### src/rtl/key_led_pkg.sv
// rtl/key_led_pkg.sv - shared mode encoding, LED constants and counter sizing for key_led_ctrl
package key_led_pkg;

  typedef enum logic [1:0] {
    MODE_STATIC = 2'd0,
    MODE_RUN    = 2'd1,
    MODE_BLINK  = 2'd2,
    MODE_OFF    = 2'd3
  } mode_t;

  localparam logic [3:0] LED_RUN_INIT = 4'b0001;
  localparam logic [3:0] LED_ALL_ON   = 4'hF;
  localparam logic [3:0] LED_ALL_OFF  = 4'h0;

  // Bits needed to hold 0..n-1; never narrower than one bit.
  function automatic int cnt_width(input int n);
    return (n <= 2) ? 1 : $clog2(n);
  endfunction

endpackage

### src/rtl/key_debounce.sv
// rtl/key_debounce.sv - one key: 2-flop synchroniser, debounce counter, one-cycle press pulse
module key_debounce
  import key_led_pkg::*;
#(
  parameter int DEBOUNCE_CYC = 1000000
) (
  input  logic clk,
  input  logic rst_n,
  input  logic key,
  output logic key_db,
  output logic key_press
);

  localparam int CW = cnt_width(DEBOUNCE_CYC);
  localparam logic [CW-1:0] CNT_MAX = CW'(DEBOUNCE_CYC - 1);

  logic          sync1;
  logic          sync2;
  logic          key_s;
  logic          key_db_d;
  logic [CW-1:0] cnt;

  // Raw key is active-low; key_s is 1 while pressed.
  assign key_s = ~sync2;

  always_ff @(posedge clk or negedge rst_n) begin
    if (!rst_n) begin
      sync1     <= 1'b1;
      sync2     <= 1'b1;
      key_db    <= 1'b0;
      key_db_d  <= 1'b0;
      key_press <= 1'b0;
      cnt       <= '0;
    end else begin
      sync1     <= key;
      sync2     <= sync1;
      key_db_d  <= key_db;
      key_press <= key_db & ~key_db_d;
      if (key_s == key_db) begin
        cnt <= '0;
      end else if (cnt == CNT_MAX) begin
        key_db <= key_s;
        cnt    <= '0;
      end else begin
        cnt <= cnt + CW'(1);
      end
    end
  end

endmodule

### src/rtl/key_led_ctrl.sv
// rtl/key_led_ctrl.sv - key-driven LED pattern controller (mode FSM, step timer, LED register)
// Optional 25% dimming when KEY_LED_CTRL_DIM_EN is defined.
module key_led_ctrl
  import key_led_pkg::*;
#(
  parameter int DEBOUNCE_CYC = 1000000,
  parameter int STEP_CYC     = 25000000
) (
  input  logic       clk,
  input  logic       rst_n,
  input  logic [3:0] key,
  output logic [3:0] led,
  output logic [1:0] mode
);

  localparam int SW = cnt_width(STEP_CYC);
  localparam logic [SW-1:0] STEP_MAX = SW'(STEP_CYC - 1);

  logic [3:0]    key_db;
  logic [3:0]    key_press;
  logic          press_any;
  logic          step_tick;
  logic [SW-1:0] step_cnt;
  mode_t         state;
  mode_t         state_next;
  logic [3:0]    pattern;
  logic [3:0]    pattern_next;

  for (genvar i = 0; i < 4; i++) begin : g_key
    key_debounce #(
      .DEBOUNCE_CYC(DEBOUNCE_CYC)
    ) u_key (
      .clk      (clk),
      .rst_n    (rst_n),
      .key      (key[i]),
      .key_db   (key_db[i]),
      .key_press(key_press[i])
    );
  end

  assign press_any = |key_press;
  assign step_tick = (step_cnt == STEP_MAX);

  // Lowest-index press wins; a press always re-enters its mode so the pattern restarts.
  always_comb begin
    state_next   = state;
    pattern_next = pattern;
    if (key_press[0])      state_next = MODE_RUN;
    else if (key_press[1]) state_next = MODE_BLINK;
    else if (key_press[2]) state_next = MODE_STATIC;
    else if (key_press[3]) state_next = MODE_OFF;

    if (press_any) begin
      case (state_next)
        MODE_STATIC: pattern_next = key_db;
        MODE_RUN:    pattern_next = LED_RUN_INIT;
        MODE_BLINK:  pattern_next = LED_ALL_ON;
        MODE_OFF:    pattern_next = LED_ALL_OFF;
        default:     pattern_next = LED_ALL_OFF;
      endcase
    end else begin
      case (state)
        MODE_STATIC: pattern_next = key_db;
        MODE_RUN:    if (step_tick) pattern_next = {pattern[2:0], pattern[3]};
        MODE_BLINK:  if (step_tick) pattern_next = ~pattern;
        MODE_OFF:    pattern_next = LED_ALL_OFF;
        default:     pattern_next = LED_ALL_OFF;
      endcase
    end
  end

  always_ff @(posedge clk or negedge rst_n) begin
    if (!rst_n) begin
      state    <= MODE_STATIC;
      pattern  <= LED_ALL_OFF;
      step_cnt <= '0;
    end else begin
      state   <= state_next;
      pattern <= pattern_next;
      if (press_any || step_tick) step_cnt <= '0;
      else                        step_cnt <= step_cnt + SW'(1);
    end
  end

  assign mode = state;

`ifdef KEY_LED_CTRL_DIM_EN
  logic [1:0] pwm;
  logic [3:0] led_q;

  always_ff @(posedge clk or negedge rst_n) begin
    if (!rst_n) begin
      pwm   <= 2'd0;
      led_q <= LED_ALL_OFF;
    end else begin
      pwm   <= pwm + 2'd1;
      led_q <= pattern_next & {4{pwm == 2'd0}};
    end
  end

  assign led = led_q;
`else
  assign led = pattern;
`endif

endmodule

### config.mk
export PLATFORM = sky130hd
export DESIGN_NAME = key_led_ctrl
export DESIGN_NICKNAME = d
export VERILOG_FILES = /design/src/rtl/key_led_pkg.sv /design/src/rtl/key_debounce.sv /design/src/rtl/key_led_ctrl.sv
export SDC_FILE = /design/constraint.sdc
export NUM_CORES = 1
export LEC_CHECK = 0
export CAP_MARGIN = 20
export CELL_PAD_IN_SITES_DETAIL_PLACEMENT = 1
export CELL_PAD_IN_SITES_GLOBAL_PLACEMENT = 1
export CORE_MARGIN = 2
export CORE_UTILIZATION = 53
export CTS_CLUSTER_DIAMETER = 120
export DETAILED_ROUTE_END_ITERATION = 10
export PLACE_DENSITY_LB_ADDON = 0.3
export SYNTH_ARGS = -nofsm -noshare
export SYNTH_HDL_FRONTEND = slang
export SYNTH_SLANG_ARGS = --single-unit
### constraint.sdc
create_clock -name clk -period 3.33 [get_ports clk]
set_clock_uncertainty 0.2 [all_clocks]
set_input_delay 0.4995 -clock clk [delete_from_list [all_inputs] [get_ports clk]]
set_output_delay 0.4995 -clock clk [all_outputs]
set_load 0.03 [all_outputs]
==> metrics.txt, run 1 <==
MaxCap Viol Count=0; first-pass GRT wire length=28.2 mm; Min Hold Slack=158 ps; sequential area share after synthesis=51.8%; Buf/Inv on CP=1; Tightest Pin Transition=1060 ps; final period utilization=74.2%; crit-path max cell delay=760 ps; GPL Wtd Cong=0.805; CTS tree=yes; P&R area growth vs syn=15.2%; core area=11600 sq um; DR vias=5087; Leakage Power=2.94 nW; worst hold stages=0; RR Endpoint=g_key[0].u_key.cnt[17]; Netlist cell types=38; Slew Limit Fails=0; Num Clock Sinks=131; Avg Inst Size Synth=9.88 sq um; peak supply drop=0.434 mV; drt drc=0; H-tree Lvls=4; critical-path cell list=clkdlybuf4s50_1; placed cells=787; PD cells=511 nW/um^2; Setup Crit Path Kind=reg -> out; required time worst endpoint=2630 ps; synth cell count leaders=dfrtp_1 (123), nor2_1 (80), nand3_1 (51), a21oi_1 (40), nand2_1 (38); hold path start=g_key[2].u_key.sync1; postcts setup bufs=0; Reg2Reg Depth=5; Die X-Extent=113 microns; fin crit period=2470 ps; nets@finish=677; most frequent cell after synthesis=dfrtp_1; Reg2Reg Setup Slack=880 ps; Final Hold Fails=0; RSZ-0062 raised after global routing=false; I/O pin count=12; die area=12900 sq um; Iter 0 DRT Violations=292; post-synthesis cell count=642; Worst Hold Class=reg -> reg; GRT Overall Usage=27.6%; Slowest cell on crit path=clkdlybuf4s50_1; # port buffers=11; DRT Pass-1 Iters=4; total wire length=16.2 mm; Inserted Clock Buffers=17; final std cells w/o fill=820; worst-skew pair later-pin latency=430 ps; Hold EP=g_key[2].u_key.sync2; vias in the first global route=5690; synthesized flop and latch total=131; Max Freq=0.405 GHz; Core Util, Final=63.2%; DIE HEIGHT=113 microns; share of cells above drive strength 1=9.45%; Via-to-Cell Ratio=6.20; status=completed; delay-heaviest family, CP=buffers and inverters; Ys Warns=0; Yosys top cell area share=48.5%; critical path fanouts, max=8; Critical Path Source Type=flip-flop; largest cells by area after synthesis=dfrtp_1 (49%), xnor2_1 (5.0%), nor2_1 (4.7%); WL per Instance=19.7 microns; Initial Util=54.9%; Crit. End Element=primary output; Syn Nets=655; antenna-violating nets left=0; Max-slew headroom=29.1%; CTS clk-pin slew, worst paths=60 ps; Overflow after GRT=0; pin count of the biggest net entering global routing=48; CP arrival=1770 ps; Root Buffer=clkbuf_16; Final TNS setup=0 ps; number of flops mapped to enable cells by yosys=0; final setup vio count=0; RR Startpoint=g_key[0].u_key.cnt[15]; dominant cell type by area after synthesis=dfrtp_1; Mapped Area=6350 sq um; Site Rows=39; clk buf depth=2; ANT cells=0; ys flop type=dfrtp_1; ys async rst share=100%; initial antenna violation count=0; Detailed Place HPWL=10.6 mm
==> registers in the layout, summed over array words and instances (netlist names) <==
name,count
g_key.u_key.cnt,80
g_key.u_key.key_db,4
g_key.u_key.key_db_d,4
g_key.u_key.key_press,4
g_key.u_key.sync1,4
g_key.u_key.sync2,4
led,4
mode,2
step_cnt,25
==> power breakdown <==
group          leakage (nW)  internal (mW)  switching [mW]  total [mW]
logic                 0.849         0.0273          0.0642      0.0914
clock network         0.309           1.33           0.687        2.01
registers              1.78           1.61          0.0200        1.63
==> per-layer routing <==
metal / wire length (microns) / global-route usage (%) / up-vias
li1: - / - / 2357
met1: 6720 / 32.3 / 2621
met2: 8600 / 49.3 / 76
met3: 453 / 5.74 / 33
met4: 394 / 11.6 / 0
met5: 0 / 0 / -
==> worst reg2reg max path, cell delays in order (launching register included) <==
cell	delay, ps
dfrtp_1	440
nor4b_1	490
nand2_1	170
o31ai_2	630
buf_4	320
a21oi_1	80
==> worst max path at each step <==
stage,end,from,slack (ps),cells past startpoint
floorplan,step_cnt[10],step_cnt[0],1110,7
global placement,g_key[0].u_key.cnt[18],g_key[0].u_key.cnt[0],1060,5
detailed placement,g_key[0].u_key.cnt[18],g_key[0].u_key.cnt[0],960,5
CTS,mode[0],mode[0],860,1
global route,led[2],mode[0],730,7
finish,mode[0],mode[0],860,1
==> cell type report <==
| cell class | count | area, sq um |
|---|---|---|
| fill | 1261 | 4250 |
| sequential | 131 | 3290 |
| multi-input combinational | 472 | 2930 |
| clock buffer | 23 | 488 |
| timing repair buffer | 21 | 198 |
| tap | 143 | 179 |
| clock inverter | 9 | 150 |
| inverter | 21 | 78.8 |
==> layout by cell type (no fill, tap or decap), types with 3 or more instances in the layout <==
cell type / n
or3_1: 24
clkbuf_8: 4
nand3_1: 51
and4_1: 8
nor4b_1: 5
buf_4: 9
o31ai_1: 14
clkinv_2: 3
o22a_1: 3
nor2_1: 80
inv_1: 21
bufinv_16: 4
o31ai_2: 5
dfstp_2: 8
mux2i_1: 8
nor2b_1: 3
xor2_1: 27
mux2_2: 4
a21oi_1: 40
or4_1: 18
nand4b_1: 4
nand4_1: 14
o21ai_0: 25
a211oi_1: 3
dfrtp_1: 123
nand2_1: 38
and3_1: 11
clkdlybuf4s50_1: 10
clkbuf_16: 17
nor3_1: 14
nor4_1: 16
xnor2_1: 36
ha_1: 7
==> logic make-up (layout without fill, tap and decap cells) <==
group,after synthesis,after routing,synth area share [%]
compound gates,94,94,8.81
xor+xnor,63,63,8.69
fa+ha+maj,7,7,1.38
mux,12,12,1.97
flops,131,131,51.8
simple gates,296,296,24.9
buf+inv,39,74,2.39
==> per-stage QoR <==
step	power (mW)	setup WS [ps]	area (sq um)
detailed placement	1.75	960	6670
floorplan	1.69	1110	6350
global placement	1.74	1060	6670
finish	3.74	859	7310
CTS	3.76	861	7310
global route	3.84	733	7310
==> what timing repair did <==
item,4_1_cts,5_1_grt
hold buffers,1,0
endpoints found under the hold margin,33,0
setup endpoints to repair,0,0
resized for setup,0,0
(Power assumes the default switching activity.)
==> run 2: changes to the inputs <==
CORE_UTILIZATION = 49   (was 53)
clock period = 2.5 ns   (was 3.33 ns; I/O delays follow)
==> run 2 against run 1 <==
Against the previous run: critical path depth rose by 4; hold slack got worse by 2.9 ps; critical path type is now reg -> reg; count of clock-buffer cells in the layout fell by 1; cell area rose by 0.44%; utilization fell by 5.0 points; clock power rose by 19%; largest cell class unchanged; routed wire length fell by 4.3%.
==> metrics.txt, run 2 (same netlist as run 1, synthesis figures left out) <==
sequential share of power=46.3% (was 43.7%); Worst Hold Class=reg -> reg (unchanged); final period utilization=94.8%; CTS clk-pin slew, worst paths=60 ps (about the same); Largest regs=g_key.u_key.cnt x80, step_cnt x25 (unchanged); # port buffers=11 (unchanged); Final Hold Fails=0 (unchanged); critical-path cell list=ha_1 > nand2_1 > or4_4 > or4_1 > a21oi_1 (was clkdlybuf4s50_1); Core Util, Final=58.2% (was 63.2%); GPL Wtd Cong=0.794 (was 0.805); die area=13900 sq um (was 12900 sq um); Root Buffer=clkbuf_16 (unchanged); crit-path max cell delay=580 ps (was 760 ps); WL per Instance=18.1 microns (was 19.7 microns); max FFs per register=80 (unchanged); MaxCap Viol Count=0 (unchanged); Slew Limit Fails=0 (unchanged); DIE HEIGHT=118 microns (was 113 microns); Site Rows=41 (was 39); FILL cells=1438 (was 1261); CTS tree=yes (unchanged); Overflow after GRT=0 (unchanged); RR Startpoint=g_key[2].u_key.cnt[0] (was g_key[0].u_key.cnt[15]); critical path fanouts, max=7 (was 8); Iter 0 DRT Violations=240 (was 292); share of cells above drive strength 1=10.1% (was 9.45%); postcts setup bufs=0 (unchanged); drt drc=0 (unchanged); most common cell after layout, fill and taps aside=dfrtp_1 (unchanged); GRT Overall Usage=24.2% (was 27.6%); Slowest cell on crit path=or4_4 (was clkdlybuf4s50_1); H-tree Lvls=4 (unchanged); switching power=1.02 mW (was 0.771 mW); DRT Pass-1 Iters=4 (unchanged); total wire length=15.5 mm (was 16.2 mm); Comb power frac=2.7% (was 2.4%); P&R area growth vs syn=15.8% (was 15.2%); final setup vio count=0 (unchanged); antenna-violating nets left=0 (unchanged); Crit. End Element=flip-flop (was primary output); initial antenna violation count=0 (unchanged); PD cells=640 nW/um^2 (was 511 nW/um^2); required time worst endpoint=2640 ps (was 2630 ps); hold path start=g_key[1].u_key.sync1 (was g_key[2].u_key.sync1); most frequent cells in the layout=dfrtp_1 (123), nor2_1 (80), nand3_1 (51) (unchanged); Initial Util=50.3% (was 54.9%); first-pass GRT wire length=27.0 mm (was 28.2 mm); peak supply drop=0.518 mV (was 0.434 mV); worst setup path start=g_key[2].u_key.cnt[0] (was mode[0]); CP arrival=2510 ps (was 1770 ps); Die X-Extent=118 microns (was 113 microns); Leakage Power=2.94 nW (about the same); Max-slew headroom=64.2% (was 29.1%); status=completed (unchanged); Sequential Area=3290 sq um (unchanged); post-place setup slack=75.2 ps (was 960 ps); pin count of the biggest net entering global routing=39 (was 48); Num Clock Sinks=131 (unchanged); RSZ-0062 raised after global routing=false (unchanged); final worst-path setup slack=131 ps (was 859 ps); Via-to-Cell Ratio=5.87 (was 6.20); DR vias=5021 (was 5087); vias in the first global route=5534 (was 5690); Tightest Pin Transition=536 ps (was 1060 ps); Detailed Place HPWL=10.3 mm (was 10.6 mm); Critical Path Source Type=flip-flop (unchanged); Setup Crit Path Kind=reg -> reg (was reg -> out); Net Sw Frac=21.8% (was 20.6%); worst-skew pair later-pin latency=430 ps (about the same); clk buf depth=2 (unchanged); Max Freq=0.422 GHz; nets@finish=683 (was 677); most flop-heavy register=g_key.u_key.cnt (unchanged); Clk pwr share=51.0% (was 53.9%); I/O pin count=12 (unchanged); Min Hold Slack=155 ps (was 158 ps); core area=12600 sq um (was 11600 sq um); Final TNS setup=0 ps (unchanged); ANT cells=0 (unchanged); fin crit period=2370 ps; multi-input logic area=2950 sq um (was 2930 sq um); Inserted Clock Buffers=17 (unchanged); Pint=3.67 mW (was 2.97 mW)
## run 2: changes by cell type in the layout (fill, tap and decap cells not counted), moves of 2 or more
cell       previous run  this run
bufinv_16             4         2
clkbuf_1              2         4
buf_4                 9        14
clkinv_2              3         5
clkbuf_8              4         1
## run 2: final timing paths
kind | slack, ps | end | cells past startpoint
setup / recovery | 130 | g_key[2].u_key.cnt[18] | 5
max in group asynchronous | 1120 | g_key[3].u_key.sync1 | 3
setup reg to reg | 130 | g_key[2].u_key.cnt[18] | 5
hold reg to reg | 160 | g_key[1].u_key.sync2 | 0
hold / removal | 160 | g_key[1].u_key.sync2 | 0
min in group asynchronous | 270 | g_key[0].u_key.cnt[9] | 2
## run 2: metal layers
metal | up-vias | track usage (%) | part of all wire [%]
li1 | 2368 | - | -
met1 | 2574 | 28.1 | 41
met2 | 52 | 43.3 | 54
met3 | 27 | 5.67 | 2.8
met4 | 0 | 8.89 | 1.7
met5 | - | 0 | 0
## run 2: power by group through the flow
stage	sequential, mW	combinational [mW]	clock [mW]
after floorplan	2.21	0.0464	0
after global placement	2.21	0.123	0
after detailed placement	2.21	0.130	0
after CTS	2.18	0.132	2.43
after global routing	2.18	0.147	2.53
final	2.18	0.126	2.40
## run 2: repair_timing
action	CTS	global route
endpoints found under the setup margin	0	4
hold buffers	1	0
endpoints found under the hold margin	31	0
resized for setup	0	2
## run 2: cell type report
| type | count | share of cell area (%) |
|---|---|---|
| timing repair buffer | 27 | 3.47 |
| sequential | 131 | 44.8 |
| clock buffer | 22 | 6.18 |
| inverter | 21 | 1.07 |
| tap | 172 | 2.93 |
| clock inverter | 10 | 1.48 |
| multi-input combinational | 472 | 40.1 |
## run 2: through the flow
stage | power, mW | instance area (sq um) | cells
5_1_grt | 4.85 | 7350 | 855
2_1_floorplan | 2.25 | 6350 | 642
6_report | 4.70 | 7350 | 855
4_1_cts | 4.74 | 7330 | 855
3_5_place_dp | 2.34 | 6760 | 822
3_3_place_gp | 2.33 | 6760 | 822
## run 2: worst max-delay path, delay by kind of cell, from the launching register on
| kind | cells | cell delay, ps |
|---|---|---|
| compound gates | 1 | 200 |
| fa+ha+maj | 1 | 260 |
| simple gates | 3 | 1210 |
| flops | 1 | 410 |
